--- src/rtl/ram_arbiter_pkg.sv ---
// Shared types and helpers for the 3-lane video/program RAM arbiter.
// Contents: arbiter state enum, the "no RAM" lane code, lane decode helpers
// and the phase counter width helper.
package ram_arbiter_pkg;

  typedef enum logic [1:0] {
    IDLE      = 2'd0,
    HALT_WAIT = 2'd1,
    BLIT      = 2'd2,
    RELEASE   = 2'd3
  } arb_state_t;

  localparam logic [1:0] LANE_NONE = 2'd3;

  // Lane select to per-lane enable; LANE_NONE enables nothing.
  function automatic logic [2:0] lane_onehot(input logic [1:0] lane);
    case (lane)
      2'd0:    return 3'b001;
      2'd1:    return 3'b010;
      2'd2:    return 3'b100;
      default: return 3'b000;
    endcase
  endfunction

  // Byte of the 24-bit lane read bus belonging to one lane.
  function automatic logic [7:0] lane_byte(input logic [23:0] data, input logic [1:0] lane);
    case (lane)
      2'd0:    return data[7:0];
      2'd1:    return data[15:8];
      default: return data[23:16];
    endcase
  endfunction

  // Bits needed to count 0..count-1 (at least one).
  function automatic int phase_width(input int count);
    int w;
    w = 1;
    while ((1 << w) < count) w = w + 1;
    return w;
  endfunction

endpackage

--- src/rtl/ram_slot_timer.sv ---
// Phase counter for the two half-slots of one E period.
// Ports:
//   clk, reset      system clock, synchronous active-high reset
//   mpu_e           high during the bus half-slot
//   video_issue     phase 0: video read is presented to the RAM
//   video_capture   cycle whose closing edge samples the video read data
//   bus_issue       phase SLOT_CYCLES: bus-slot access is presented
//   bus_capture     cycle whose closing edge samples the bus read data
//   in_video_half   a state change taken at the closing edge of this cycle
//                   both leaves from and lands in the video half
module ram_slot_timer
  import ram_arbiter_pkg::*;
#(
  parameter int SLOT_CYCLES = 6,
  parameter int RD_LATENCY  = 1
) (
  input  logic clk,
  input  logic reset,
  output logic mpu_e,
  output logic video_issue,
  output logic video_capture,
  output logic bus_issue,
  output logic bus_capture,
  output logic in_video_half
);

  localparam int PERIOD = 2 * SLOT_CYCLES;
  localparam int PW     = phase_width(PERIOD);

  localparam logic [PW-1:0] LAST   = PW'(PERIOD - 1);
  localparam logic [PW-1:0] SLOT   = PW'(SLOT_CYCLES);
  localparam logic [PW-1:0] WIN    = PW'(SLOT_CYCLES - 1);
  // Captured data becomes visible RD_LATENCY cycles after issue, so the
  // sampling edge closes the cycle just before that.
  localparam logic [PW-1:0] V_CAP  = PW'(RD_LATENCY - 1);
  localparam logic [PW-1:0] B_CAP  = PW'(SLOT_CYCLES + RD_LATENCY - 1);

  logic [PW-1:0] phase;

  always_ff @(posedge clk) begin
    if (reset)              phase <= '0;
    else if (phase == LAST) phase <= '0;
    else                    phase <= phase + PW'(1);
  end

  assign mpu_e         = (phase >= SLOT);
  assign video_issue   = (phase == '0);
  assign video_capture = (phase == V_CAP);
  assign bus_issue     = (phase == SLOT);
  assign bus_capture   = (phase == B_CAP);
  assign in_video_half = (phase < WIN);

endmodule

--- src/rtl/ram_bus_arbiter.sv ---
// Time-slot arbiter for the 3-lane video/program RAM.
// The video half of each E period reads all three lanes for refresh; the bus
// half serves either the 6809 or, after a HALT/BA handshake, the blitter.
// Ports:
//   clk, reset                 system clock, synchronous active-high reset
//   mpu_*                      6809 side: E level, RAM request, read data, HALT/BA
//   video_addr/data/valid      refresh address in, lane {2,1,0} data out
//   blt_*                      blitter request/grant and one access per bus slot
//   ram_*                      physical RAM port
//
// state     | meaning
// IDLE      | MPU owns the bus slot, no blitter request
// HALT_WAIT | HALT asserted, waiting for BA; MPU still owns the slot
// BLIT      | blitter owns the bus slot
// RELEASE   | HALT dropped, waiting for BA to fall; MPU owns the slot
module ram_bus_arbiter
  import ram_arbiter_pkg::*;
#(
  parameter int SLOT_CYCLES = 6,
  parameter int RD_LATENCY  = 1
) (
  input  logic        clk,
  input  logic        reset,
  output logic        mpu_e,
  input  logic        mpu_racnt,
  input  logic [13:0] mpu_ram_addr,
  input  logic [1:0]  mpu_lane_sel,
  input  logic        mpu_r_w_n,
  input  logic [7:0]  mpu_wdata,
  output logic [7:0]  mpu_rdata,
  output logic        mpu_halt,
  input  logic        mpu_ba,
  input  logic [13:0] video_addr,
  output logic [23:0] video_data,
  output logic        video_valid,
  input  logic        blt_req,
  output logic        blt_gnt,
  input  logic        blt_valid,
  input  logic [13:0] blt_ram_addr,
  input  logic [1:0]  blt_lane_sel,
  input  logic        blt_we,
  input  logic [7:0]  blt_wdata,
  input  logic [1:0]  blt_nib_inh,
  output logic [7:0]  blt_rdata,
  output logic        blt_ack,
  output logic [13:0] ram_addr,
  output logic [2:0]  ram_lane_en,
  output logic [2:0]  ram_we,
  output logic [1:0]  ram_nib_inh,
  output logic [7:0]  ram_wdata,
  input  logic [23:0] ram_rdata
);

  logic video_issue, video_capture, bus_issue, bus_capture, in_video_half;

  ram_slot_timer #(
    .SLOT_CYCLES (SLOT_CYCLES),
    .RD_LATENCY  (RD_LATENCY)
  ) u_timer (
    .clk           (clk),
    .reset         (reset),
    .mpu_e         (mpu_e),
    .video_issue   (video_issue),
    .video_capture (video_capture),
    .bus_issue     (bus_issue),
    .bus_capture   (bus_capture),
    .in_video_half (in_video_half)
  );

  arb_state_t state, state_next;

  always_ff @(posedge clk) begin
    if (reset) state <= IDLE;
    else       state <= state_next;
  end

  // Entering or leaving BLIT waits for in_video_half so ownership is fixed
  // from one bus-slot issue through its capture.
  always_comb begin
    state_next = state;
    mpu_halt   = 1'b0;
    blt_gnt    = 1'b0;
    case (state)
      IDLE: begin
        if (blt_req) state_next = HALT_WAIT;
      end
      HALT_WAIT: begin
        mpu_halt = 1'b1;
        if (!blt_req)                      state_next = RELEASE;
        else if (mpu_ba && in_video_half)  state_next = BLIT;
      end
      BLIT: begin
        mpu_halt = 1'b1;
        blt_gnt  = 1'b1;
        if (!blt_req && in_video_half) state_next = RELEASE;
      end
      RELEASE: begin
        if (!mpu_ba) state_next = IDLE;
      end
      default: state_next = IDLE;
    endcase
  end

  logic        blt_owner, bus_req, bus_write, bus_go, vid_go;
  logic [13:0] bus_addr, addr_q;
  logic [1:0]  bus_lane;

  assign blt_owner = (state == BLIT);
  assign bus_addr  = blt_owner ? blt_ram_addr : mpu_ram_addr;
  assign bus_lane  = blt_owner ? blt_lane_sel : mpu_lane_sel;
  assign bus_write = blt_owner ? blt_we : !mpu_r_w_n;
  // A blitter access to LANE_NONE still runs so that it gets acknowledged.
  assign bus_req   = blt_owner ? blt_valid : (mpu_racnt && (mpu_lane_sel != LANE_NONE));
  // Issue strobes are gated by reset so the port is quiet while it is held.
  assign vid_go    = video_issue && !reset;
  assign bus_go    = bus_issue && bus_req && !reset;

  always_comb begin
    ram_addr    = addr_q;
    ram_lane_en = 3'b000;
    ram_we      = 3'b000;
    ram_nib_inh = 2'b00;
    ram_wdata   = 8'h00;
    if (vid_go) begin
      ram_addr    = video_addr;
      ram_lane_en = 3'b111;
    end else if (bus_go) begin
      ram_addr    = bus_addr;
      ram_lane_en = lane_onehot(bus_lane);
      if (bus_write) begin
        ram_we    = lane_onehot(bus_lane);
        ram_wdata = blt_owner ? blt_wdata : mpu_wdata;
      end
      if (blt_owner) ram_nib_inh = blt_nib_inh;
    end
  end

  // Outstanding bus access; when RD_LATENCY is 1 the capture falls in the
  // issue cycle itself, so the live request is used directly.
  logic       pend_valid, pend_blt, pend_read;
  logic [1:0] pend_lane;
  logic       cap_valid, cap_blt, cap_read;
  logic [1:0] cap_lane;

  assign cap_valid = bus_go || pend_valid;
  assign cap_blt   = bus_go ? blt_owner  : pend_blt;
  assign cap_read  = bus_go ? !bus_write : pend_read;
  assign cap_lane  = bus_go ? bus_lane   : pend_lane;

  always_ff @(posedge clk) begin
    if (reset) begin
      addr_q      <= '0;
      pend_valid  <= 1'b0;
      pend_blt    <= 1'b0;
      pend_read   <= 1'b0;
      pend_lane   <= 2'd0;
      video_data  <= '0;
      video_valid <= 1'b0;
      mpu_rdata   <= '0;
      blt_rdata   <= '0;
      blt_ack     <= 1'b0;
    end else begin
      addr_q      <= ram_addr;
      video_valid <= 1'b0;
      blt_ack     <= 1'b0;
      if (bus_go) begin
        pend_valid <= 1'b1;
        pend_blt   <= blt_owner;
        pend_read  <= !bus_write;
        pend_lane  <= bus_lane;
      end
      if (video_capture) begin
        video_data  <= ram_rdata;
        video_valid <= 1'b1;
      end
      if (bus_capture && cap_valid) begin
        pend_valid <= 1'b0;
        if (cap_read && (cap_lane != LANE_NONE)) begin
          if (cap_blt) blt_rdata <= lane_byte(ram_rdata, cap_lane);
          else         mpu_rdata <= lane_byte(ram_rdata, cap_lane);
        end
        if (cap_blt) blt_ack <= 1'b1;
      end
    end
  end

endmodule

--- config.mk ---
export PLATFORM = sky130hd
export DESIGN_NAME = ram_bus_arbiter
export DESIGN_NICKNAME = d
export VERILOG_FILES = /design/src/rtl/ram_arbiter_pkg.sv /design/src/rtl/ram_slot_timer.sv /design/src/rtl/ram_bus_arbiter.sv
export SDC_FILE = /design/constraint.sdc
export NUM_CORES = 1
export LEC_CHECK = 0
export CAP_MARGIN = 10
export CORE_MARGIN = 2
export CORE_UTILIZATION = 44
export DETAILED_ROUTE_END_ITERATION = 6
export PLACE_DENSITY = 0.95
export SETUP_SLACK_MARGIN = 0.2
export SLEW_MARGIN = 20
export SYNTH_ARGS = -nofsm -noshare
export SYNTH_HDL_FRONTEND = slang
export SYNTH_HIERARCHICAL = 1
export SYNTH_SLANG_ARGS = --single-unit
--- constraint.sdc ---
create_clock -name clk -period 4.6 [get_ports clk]
set_clock_uncertainty 0.2 [all_clocks]
set_input_delay 0.92 -clock clk [delete_from_list [all_inputs] [get_ports clk]]
set_output_delay 0.92 -clock clk [all_outputs]
set_load 0.02 [all_outputs]
==> impl_metrics.env <==
export IMPL_endpoint_required_time_on_the_critical_path_ns=3.48
export IMPL_min_delay_worst_endpoint="blt_rdata[0]"
export IMPL_grt_pass1_wl_um=18480
export IMPL_first_pass_iters=5
export IMPL_crit_chain="clkdlybuf4s50_1 > a21boi_2 > o211a_1 > nand3_2 > nor2_1 > clkdlybuf4s50_1"
export IMPL_die_y_um=93.30
export IMPL_cp_num_buf_inv=2
export IMPL_timing_critical_path_to_type="output pin"
export IMPL_cts_htree_levels=3
export IMPL_cts_root_buf="clkbuf_8"
export IMPL_floorplan_die_area_um2=8704
export IMPL_power_internal_mw=1.234
export IMPL_tritoncts="done"
export IMPL_drive_above_1_share_pct=6.969
export IMPL_worst_r2r_cell_count=7
export IMPL_synthArstFlopShare_pct=0
export IMPL_gr_usage_met3_pct=4.835
export IMPL_power_per_cell_area_nw_per_um2=330.4
export IMPL_grtUsageMet1_pct=31.02
export IMPL_area_sequential_um2=1341
export IMPL_effective_utilization_at_floorplan_pct=45.40
export IMPL_fin_crit_sh_pct=93.73
export IMPL_report_final_hold_viol_count=0
export IMPL_fp_coreArea_um2=7727
export IMPL_r2r_end="blt_rdata[2]"
export IMPL_grt_pass1_vias=3828
export IMPL_synth_fp_nets=511
export IMPL_hold_path_class="flip-flop to flip-flop"
export IMPL_gr_total_overflow=0
export IMPL_critical_path_reg2reg_startpoint="state[0]"
export IMPL_grt_max_degree=37
export IMPL_vdd_ir_drop_max_uv=240.9
export IMPL_critical_path_class="input pin to output pin"
export IMPL_synthCells=407
export IMPL_leakagePower_nw=2.123
export IMPL_run_status="finished clean"
export IMPL_hold_start="blt_rdata[0]"
export IMPL_clk_latency_ns=0.35
export IMPL_clock_path_buffers=2
export IMPL_net_switching_power_uw=596.3
export IMPL_fillerInstances=589
export IMPL_finish_net_count=673
export IMPL_fp_rows=32
export IMPL_post_synthesis_adder_cell_area_fraction_pct=2.853
export IMPL_number_of_antenna_violations_at_the_first_check_in_global_routing=0
export IMPL_synth_flop_cell="dfxtp_1"
export IMPL_max_stage_delay_ns=0.65
export IMPL_synth_edff_count=0
export IMPL_max_freq_ghz=0.2319
export IMPL_xor_xnor_share_of_the_synthesized_area_pct=0
export IMPL_timing_critical_path_arrival_ns=3.19
export IMPL_design_portCount=171
export IMPL_drt_drc_violations_left=0
export IMPL_synth_yosys_warnings=6
export IMPL_synth_area_top_cells="dfxtp_1 (38%), mux2i_1 (14%), nand2_1 (6.2%)"
export IMPL_p_total_mw=1.830
export IMPL_rsz0062_at_grt="true"
export IMPL_holdPathStages=2
export IMPL_synth_top_family_by_area="simple AND/OR/NAND/NOR gates"
export IMPL_cts_made_buffers=9
export IMPL_p_sw_share_pct=32.58
export IMPL_yosys_cell_types_count=49
export IMPL_crit_top_cell="clkdlybuf4s50_1"
export IMPL_period_minus_slack_ns=4.311
export IMPL_globalRouteTotalUtil_pct=27.03
export IMPL_clock_power_share_pct=30.1
export IMPL_maxCapViolations=0
export IMPL_post_synth_top_area_fraction_pct=38.23
export IMPL_synth_top_area_cell="dfxtp_1"
export IMPL_drt_first_iter_violations=183
export IMPL_leading_cell_type_in_the_layout_fill_and_taps_excluded="clkdlybuf4s50_1"
export IMPL_dp_final_hpwl_um=8953
export IMPL_post_drt_wl_per_cell_um=17.36
export IMPL_syn_cell_area_um2=3508
export IMPL_gr_max_usage_layer="met2"
export IMPL_synth_seq_area_share_pct=38.23
export IMPL_cell_type_of_the_slowest_stage_on_the_worst_timing_path="clkdlybuf4s50_1"
export IMPL_setup_reg_to_reg_worst_slack_ns=1.33
export IMPL_area_used_by_multi_input_combinational_logic_um2=2011
export IMPL_kind_of_cell_adding_the_most_delay_to_the_critical_path="buffers and inverters"
export IMPL_final_setup_viol_count=0
export IMPL_worst_slew_pin_slew_ns=1.017
export IMPL_startpoint_type="input pin"
export IMPL_synth_compound_gate_area_share_pct=18.08
export IMPL_syn_area_per_cell_um2=8.620
export IMPL_layout_area_overhead_vs_synth_pct=57.92
export IMPL_critPathMaxFanout=9
export IMPL_maxSlewViolCount=0
export IMPL_layout_common_cells="clkdlybuf4s50_1 (168), dfxtp_1 (67), nand2_1 (58)"
export IMPL_path_clk_slew_ns=0.08
export IMPL_synthMuxAreaShare_pct=14.41
export IMPL_cts_sinks=67
export IMPL_power_combinational_fraction_pct=34.6
export IMPL_ys_ff_latch=67
export IMPL_post_route_wl_um=11730
export IMPL_vias=3703
export IMPL_grt_met2_usage_pct=47.12
export IMPL_yosys_area_share_simple_pct=21.26
export IMPL_die_width_um=93.30
export IMPL_setup_tns_ns=0
export IMPL_numPortBuffers=170
export IMPL_p_seq_share_pct=35.3
export IMPL_detail_route_antenna_nets=0
export IMPL_routed_via_density=5.478
export IMPL_antenna_cells=0
export IMPL_gp_congestion=0.8208
export IMPL_maxSlewHeadroom_pct=31.85
layout make-up:
class / count / share of cell area [%]
inverter: 15 / 1.016
clock inverter: 7 / 1.829
multi-input combinational: 297 / 36.29
clock buffer: 9 / 2.236
tap: 102 / 2.304
sequential: 67 / 24.21
timing repair buffer: 179 / 32.11
worst max-delay path by stage:
stage                    startpoint      endpoint  slack (ns)  depth (start not counted)
floorplan                 mpu_racnt  ram_wdata[0]        1.06                          6
global placement    mpu_lane_sel[0]     ram_we[0]        0.28                          6
detailed placement  mpu_lane_sel[0]     ram_we[0]        0.12                          6
CTS                 mpu_lane_sel[0]     ram_we[0]        0.21                          6
global route              mpu_racnt  ram_wdata[1]        0.17                          6
finish                    mpu_racnt  ram_wdata[1]        0.29                          6
cells by family (layout without fill, tap and decap cells):
| family | count (synthesis) | in the layout |
|---|---|---|
| AOI/OAI and AO/OA | 87 | 87 |
| buffers and inverters | 43 | 210 |
| muxes | 50 | 50 |
| DFF | 67 | 67 |
| adders and majority gates | 8 | 8 |
| and+or+nand+nor | 152 | 152 |
worst min-delay path, cell delays in order, from the launching register on:
cell	delay, ns
dfxtp_1	0.31
inv_1	0.05
o32ai_1	0.07
layer usage:
layer / vias up / share of wire [%] / wire length [um]
met1: 1774 / 40 / 4674
li1: 1776 / - / -
met3: 33 / 4.4 / 517
met4: 0 / 3.6 / 421
met2: 120 / 52 / 6119
met5: - / 0 / 0
power groups by stage:
stage / Sequential [mW] / Combinational, mW / Clock (mW)
after CTS: 0.646 / 0.632 / 0.556
after global placement: 0.655 / 0.604 / 0
after global routing: 0.650 / 0.680 / 0.582
final: 0.646 / 0.634 / 0.551
after detailed placement: 0.659 / 0.625 / 0
after floorplan: 0.678 / 0.358 / 0
timing repair:
| action | CTS | global route |
|---|---|---|
| setup buffers | 0 | 1 |
| hold buffers | 0 | 0 |
| endpoints found under the hold margin | 0 | 0 |
| resized for setup | 1 | 2 |
| setup endpoints to repair | 2 | 11 |
| pin swaps | 1 | 1 |
state kept, by name, indices dropped and copies added (netlist names):
register	count
video_data	24
addr_q	14
blt_rdata	8
mpu_rdata	8
u_timer/phase	4
pend_lane	2
state	2
blt_ack	1
pend_blt	1
pend_read	1
pend_valid	1
video_valid	1
stage by stage:
stage	cells	area, um^2	util, %	worst slack, ns	hold WS, ns
after floorplan	407	3508	-	1.059	0.2787
after global placement	659	5293	68.49	0.2798	0.2571
after detailed placement	659	5293	68.49	0.1201	0.2669
after CTS	675	5525	71.50	0.2087	0.2818
after global routing	676	5540	71.70	0.1720	0.2974
final	676	5540	71.70	0.2886	0.2811
Yosys cell counts, types with 2 or more instances:
master / instances
and2_1: 3
or2b_1: 6
o22ai_1: 8
a211oi_1: 2
nor2b_1: 6
a31oi_1: 2
buf_4: 3
nor3_1: 3
nand2_1: 58
a211o_1: 2
nand3_1: 5
a21oi_1: 19
nor2_1: 43
clkbuf_1: 18
buf_2: 7
dfxtp_1: 67
o31a_1: 8
o21ai_0: 4
inv_1: 14
o32ai_1: 16
mux2i_1: 48
and4_1: 2
ha_1: 8
nor4b_1: 9
o211ai_1: 15
nand2b_1: 8
(Power assumes the default switching activity.)
